`config.mk`:
```
export PLATFORM = sky130hd
export DESIGN_NAME = pe_array_sequencer
export DESIGN_NICKNAME = d
export VERILOG_FILES = /design/src/rtl/pe_array_sequencer.sv
export SDC_FILE = /design/constraint.sdc
export NUM_CORES = 1
export LEC_CHECK = 0
export BUFFER_PORTS_ARGS = -buffer_cell sky130_fd_sc_hd__buf_2
export CAP_MARGIN = 20
export CORE_MARGIN = 5
export CORE_UTILIZATION = 59
export CTS_BUF_LIST = sky130_fd_sc_hd__clkbuf_4
export CTS_CLUSTER_DIAMETER = 60
export CTS_CLUSTER_SIZE = 24
export DETAILED_ROUTE_END_ITERATION = 12
export PLACE_DENSITY = 0.95
export SETUP_SLACK_MARGIN = 0.4
export SYNTH_ARGS = -nofsm -noshare
export SYNTH_HDL_FRONTEND = slang
export SYNTH_SLANG_ARGS = --single-unit
```
`constraint.sdc`:
```
create_clock -name CLK -period 3 [get_ports CLK]
set_input_delay 0.75 -clock CLK [delete_from_list [all_inputs] [get_ports CLK]]
set_output_delay 0.75 -clock CLK [all_outputs]
set_load 0.01 [all_outputs]
```
`src/rtl/pe_array_sequencer.sv`:
```
// pe_array_sequencer: clear/load/multiply-shift command sequencer for the PE grid; SEQ_TIMEOUT_EN adds a WAIT timeout abort.
module pe_array_sequencer #(
  parameter int ITER_WIDTH     = 4,
  parameter int TIMEOUT_CYCLES = 256
) (
  input  logic                  CLK,
  input  logic                  reset,
  input  logic                  start,
  input  logic [ITER_WIDTH-1:0] iterations,
  input  logic                  ready_all,
  output logic                  ack,
  output logic [2:0]            command_to_execute,
  output logic                  image_to_shift,
  output logic                  busy,
  output logic                  done,
  output logic [ITER_WIDTH-1:0] iter_count,
  output logic                  error
);
  typedef enum logic [1:0] {IDLE, EXEC, WAIT, FIN} state_t;
  localparam logic [2:0] CLR = 3'b111, LOAD = 3'b101, MUL = 3'b000, SHL = 3'b011, SHU = 3'b001;
  state_t state_q, state_d;
  logic ack_q, ack_d, img_q, img_d, busy_q, busy_d, done_q, done_d, err_q, err_d;
  logic [2:0] cmd_q, cmd_d, nxt_cmd;
  logic [ITER_WIDTH-1:0] iter_q, iter_d, n_q, n_d;
  logic last, tmo_hit;
`ifdef SEQ_TIMEOUT_EN
  localparam int TW = $clog2(TIMEOUT_CYCLES + 1);
  logic [TW-1:0] tmo_q;
  always_ff @(posedge CLK)
    tmo_q <= (reset || state_q != WAIT) ? '0 : tmo_q + 1'b1;
  assign tmo_hit = (tmo_q == TW'(TIMEOUT_CYCLES - 1));
`else
  assign tmo_hit = 1'b0;
`endif
  // The current command register doubles as the step identifier.
  assign last    = (cmd_q == LOAD && n_q == '0) || (cmd_q == MUL && iter_q + 1'b1 == n_q);
  assign nxt_cmd = cmd_q == CLR ? LOAD : cmd_q == LOAD ? MUL : cmd_q == MUL ? SHL : cmd_q == SHL ? SHU : MUL;
  always_comb begin
    state_d = state_q;
    ack_d   = 1'b1;
    cmd_d   = cmd_q;
    img_d   = img_q;
    busy_d  = busy_q;
    done_d  = 1'b0;
    err_d   = 1'b0;
    iter_d  = iter_q;
    n_d     = n_q;
    case (state_q)
      IDLE: if (start) begin
        state_d = EXEC;
        ack_d   = 1'b0;
        cmd_d   = CLR;
        img_d   = 1'b0;
        busy_d  = 1'b1;
        iter_d  = '0;
        n_d     = iterations;
      end
      EXEC: state_d = WAIT;
      WAIT: if (ready_all) begin
        iter_d  = cmd_q == MUL ? iter_q + 1'b1 : iter_q;
        state_d = last ? FIN : EXEC;
        done_d  = last;
        ack_d   = last;
        cmd_d   = last ? cmd_q : nxt_cmd;
        img_d   = last ? img_q : nxt_cmd == SHU;
      end else if (tmo_hit) begin
        state_d = IDLE;
        busy_d  = 1'b0;
        err_d   = 1'b1;
      end
      default: begin
        state_d = IDLE;
        busy_d  = 1'b0;
      end
    endcase
  end
  always_ff @(posedge CLK) begin
    if (reset) begin
      state_q <= IDLE;
      ack_q   <= 1'b1;
      cmd_q   <= CLR;
      img_q   <= 1'b0;
      busy_q  <= 1'b0;
      done_q  <= 1'b0;
      err_q   <= 1'b0;
      iter_q  <= '0;
      n_q     <= '0;
    end else begin
      state_q <= state_d;
      ack_q   <= ack_d;
      cmd_q   <= cmd_d;
      img_q   <= img_d;
      busy_q  <= busy_d;
      done_q  <= done_d;
      err_q   <= err_d;
      iter_q  <= iter_d;
      n_q     <= n_d;
    end
  end
  assign ack                = ack_q;
  assign command_to_execute = cmd_q;
  assign image_to_shift     = img_q;
  assign busy               = busy_q;
  assign done               = done_q;
  assign iter_count         = iter_q;
  assign error              = err_q;
endmodule
```
# [Yosys cells after proc, flatten, opt, wreduce, memory -nomap -nowiden]
# Cells that the tools add are included.
[classes] addsub=1 eq_ne=11 n_mux=25 bitwise_logic=3 n_reduce_logical=14
[op_table] op="$mux W3" count=4
[op_table] op="$mux W4" count=3
[op_table] op="$mux W2" count=5
[op_table] op="$ne A2 B2 Y1 const B" count=4
[op_table] op="$pmux W4 S2" count=1
[op_table] op="$reduce_and A4 Y1" count=2
[op_table] op="$mux W1" count=7
[op_table] op="$eq A3 B3 Y1 const B" count=2
[op_table] op="$pmux W1 S2" count=3
[op_table] op="$pmux W2 S3" count=1
[op_table] op="$pmux W3 S2" count=1
[op_table] op="$reduce_and A2 Y1" count=3
[op_table] op="$add A4 B1 Y4 const B" count=1
[op_table] op="$eq A4 B4 Y1" count=1
[op_table] op="$logic_not A4 Y1" count=1
[op_table] op="$eq A3 B1 Y1 const B" count=1
[op_table] op="$eq A3 B2 Y1 const B" count=1
[op_table] op="$logic_not A3 Y1" count=1
[op_table] op="$not A1 Y1" count=3
[op_table] op="$reduce_or A3 Y1" count=1
[op_table] op="$eq A2 B1 Y1 const B" count=1
[op_table] op="$eq A2 B2 Y1 const B" count=1
[op_table] op="$logic_and A1 B1 Y1" count=2
[op_table] op="$logic_not A2 Y1" count=1
[op_table] op="other kinds (3)" count=3
[word_totals] ff_bits=17 inputBits=8 output_inout_bits=12

# [Depth between registers and ports, before layout]
[logic_depth] word_depth=9 depth_mapped=8 mapped_depth_nobuf=7

# [Worst setup path after synthesis]
# OpenSTA, ideal clock, no wires.
[synth_path] path_kind="reg2reg" start="register state_q[0]" end="register ack_q, in the netlist ack" setup_time_ns=0.120 arrival_ns=1.652 setup_slack_ns=1.228 path_stages_with_launch=8 synth_period_minus_slack_ns=1.772 cell_sequence="dfxtp_1 inv_1 ha_1 buf_2 nor2b_1 or2_1 o32a_1 or2_1"
[synth_via] elab_chain_len=2 elab_cells_between_ends=3 classes_between="eq/ne: 1; mux: 1; reduce/logical: 1"
[synth_lines] element="start, declared" line="21" source="state_t state_q, state_d;"
[synth_lines] element="start signal, assigned" line="89" source="state_q <= state_d;"
[synth_lines] element="$eq A2 B2 Y1 / $logic_not A2 Y1 (equally long branches)" line="48" source="case (state_q)"
[synth_lines] element="$pmux W1 S2 (*)" line="48"
[synth_lines] element="end signal, assigned" line="90" source="ack_q <= ack_d;"
[synth_lines] element="end, declared" line="22" source="logic ack_q, ack_d, img_q, img_d, busy_q, busy_d, done_q, done_d, err_q, err_d;"
# Mark *: on every way between the ends. The rest lies on a longest branch, timed or not.
# A chain may end at the register's enable or synchronous reset.

# [Worst setup path after layout]
# Ends and elaborated chain as after synthesis.

==> metrics.yaml <==
status:
  status: "complete, no violations"
setup_path:
  start_kind: "flip-flop"
  end_kind: "flip-flop"
  r2r_start: "state_q[0]"
  cp_cell_sequence: "inv_1 > ha_1 > nand2_1 > or2_1 > o32a_1 > or2_1"
  cp.required_ns: 3.20
  arrival_ns: 2.14
  crit_top_cell: "or2_1"
  r2r_slack_ns: 1.06
  r2r_end: "ack"
  r2r_cells: 6
  crit_path_max_fanout: 11
  worstSetupPathType: "reg2reg"
  critPathSlowestCell: "o32a_1"
  worst_path_largest_cell_delay_ns: 0.40
routing:
  ant_nets: 0
  drt_first_pass_iters: 4
  via_per_inst: 5.65
  wl_per_cell_microns: 13.3
  first_iter_violations: 26
  drc: 0
  wl_mm: 1.88
  vias: 796
global_routing:
  grt_use_total_pct: 16.7
  grt_max_degree: 19
  grt-ovfl-total: 0
  grt_pass1_vias: 761
  antenna_found_initial: 0
  grt_pass1_wl_mm: 3.29
timing:
  worstMarginPinSlew_ns: 0.537
  maxSlewViolCount: 0
  relSlewSlack_pct: 63.9
  fmax_mhz: 515
  finalCriticalPeriod_ns: 1.94
  timing.final.crit_share_pct: 64.7
  finalSetupViolations: 0
  fin_skew_ns: 0.00924
  rsz0062_at_grt: "no"
  fin_setup_tns_ns: 0
  hold_viol_final: 0
yosys:
  synth_most_common_cell: "dfxtp_1"
  ys_warn_count: 0
  synth-seq-cells: 17
  synthArstFlopShare_pct: 0
  synth_top_area_share_pct: 38.5
  netlist_instances: 108
  synth_area_leaders: "dfxtp_1, a21oi_1, nand2_1"
  synth-main-ff-cell: "dfxtp_1"
  seq_area_frac_synth_pct: 38.5
  synth_edf_count: 0
  syn_nets: 119
  synth.distinct_cells: 32
  synth_common_cells: "dfxtp_1, nand2_1, a21oi_1, nor2_1, nand3_1"
  synth_top_cell_by_area: "dfxtp_1"
  syn_area_sq_um: 883
  synth.avg_cell_area_sq_um: 8.18
placement:
  hpwl_mm: 1.42
  place_congestion: 0.809
  port_buffers: 18
clock_network:
  clock_latency_ns: 0.30
  clockBufferDepth: 2
  cts_buffers: 3
  ctsHoldBuffers: 0
  cts_setup_buffers: 0
  clk_pin_slew_worst_paths_ns: 0.11
  ctsResizeCount: 0
  cts-root-buf: "clkbuf_4"
  cts.sinks: 17
  htree_levels: 1
  cts_tree: "built"
power_and_ir_drop:
  power.density_nw_per_um2: 536
  p_leak_nw: 0.437
  ir_worst_vdd_mv: 0.441
  finalPower_mw: 0.535
floorplan:
  num_rows: 14
  die_h_microns: 48.7
  die_w_microns: 48.7
  fp.dieArea_sq_um: 2370
  initial_core_util_pct: 60.8
  io_pins: 20
  core_area_sq_um: 1450
finish:
  fin_nets: 137
  syn_to_final_growth_pct: 12.9
  antenna_cells: 0
  layout-drive-gt1-share_pct: 20.0
worst_hold_path:
  hp-class: "reg2reg"
  min_to: "image_to_shift"
  min_from: "image_to_shift"
  holdPathStages: 2
job:
  timing.max_cap.violations: 0
-- flip-flops by register name (all words and copies together) (netlist names) --
name                flops
done                    1
ack                     1
image_to_shift          1
state_q                 2
command_to_execute      3
iter_count              4
n_q                     4
busy                    1
-- logic make-up after synthesis --
kind of cell / count (synthesis) / synth area share (%)
flops: 17 / 38.5
xor+xnor: 6 / 5.95
buf+inv: 9 / 4.39
compound gates: 17 / 11.0
mux: 5 / 5.81
simple gates: 50 / 29.6
other cells: 1 / 0.425
fa+ha+maj: 3 / 4.25
-- worst max-delay path by stage --
stage,from,end,slack [ns],cells past startpoint
floorplan,state_q[0],ack,1.23,7
global placement,start,ack,1.09,5
detailed placement,start,ack,1.01,5
CTS,state_q[0],ack,1.05,6
global route,state_q[0],ack,0.89,6
finish,state_q[0],ack,1.06,6
-- cell usage in the layout (no fill, tap or decap), types with 2 or more instances in the layout --
| master | count |
|---|---|
| or2_1 | 2 |
| xor2_1 | 2 |
| inv_1 | 4 |
| nand2_1 | 13 |
| xnor2_1 | 4 |
| ha_1 | 3 |
| and2_1 | 3 |
| dfxtp_1 | 17 |
| a21oi_1 | 10 |
| o21ai_0 | 3 |
| nand3_1 | 7 |
| nor3_1 | 4 |
| clkbuf_4 | 3 |
| nor2_1 | 10 |
| nor2b_1 | 2 |
| nor3b_1 | 2 |
| o31ai_1 | 2 |
| buf_2 | 18 |
| mux2i_1 | 4 |
-- layout make-up --
type / instances / area [sq um]
Clock buffer: 3 / 22.5
Clock inverter: 1 / 5.00
Fill cell: 115 / 457
Inverter: 4 / 15.0
Multi-Input combinational cell: 82 / 504
Sequential cell: 17 / 340
Tap cell: 16 / 20.0
Timing Repair Buffer: 18 / 90.1
-- critical path, delay by kind of cell, from the launching register on --
family	cells	cell delay (ns)
simple gates	3	0.63
compound gates	1	0.40
fa+ha+maj	1	0.37
flops	1	0.33
buf+inv	1	0.11
-- metrics by stage --
stage                     hold WS, ns  std cells  util, %  setup slack [ns]  instance area, sq um
after detailed placement        0.473        137     66.7              1.01                   970
after CTS                       0.490        141     68.6              1.05                   997
after global routing            0.528        141     68.6             0.894                   997
final                           0.488        141     68.6              1.06                   997
after floorplan                 0.461        108        -              1.23                   883
after global placement          0.470        137     66.7              1.09                   970
-- layer usage --
layer / part of all wire [%] / GRT usage, %
met1: 46 / 21.2
met4: 1.3 / 5.83
met5: 0 / 0
met2: 47 / 27.6
met3: 5.7 / 3.37
-- where the power goes --
part	internal (mW)	switching (mW)
clock	0.0496	0.0749
combinational	0.0608	0.0897
sequential	0.245	0.0147
total	0.355	0.179
Power figures use the tool's default switching activity.
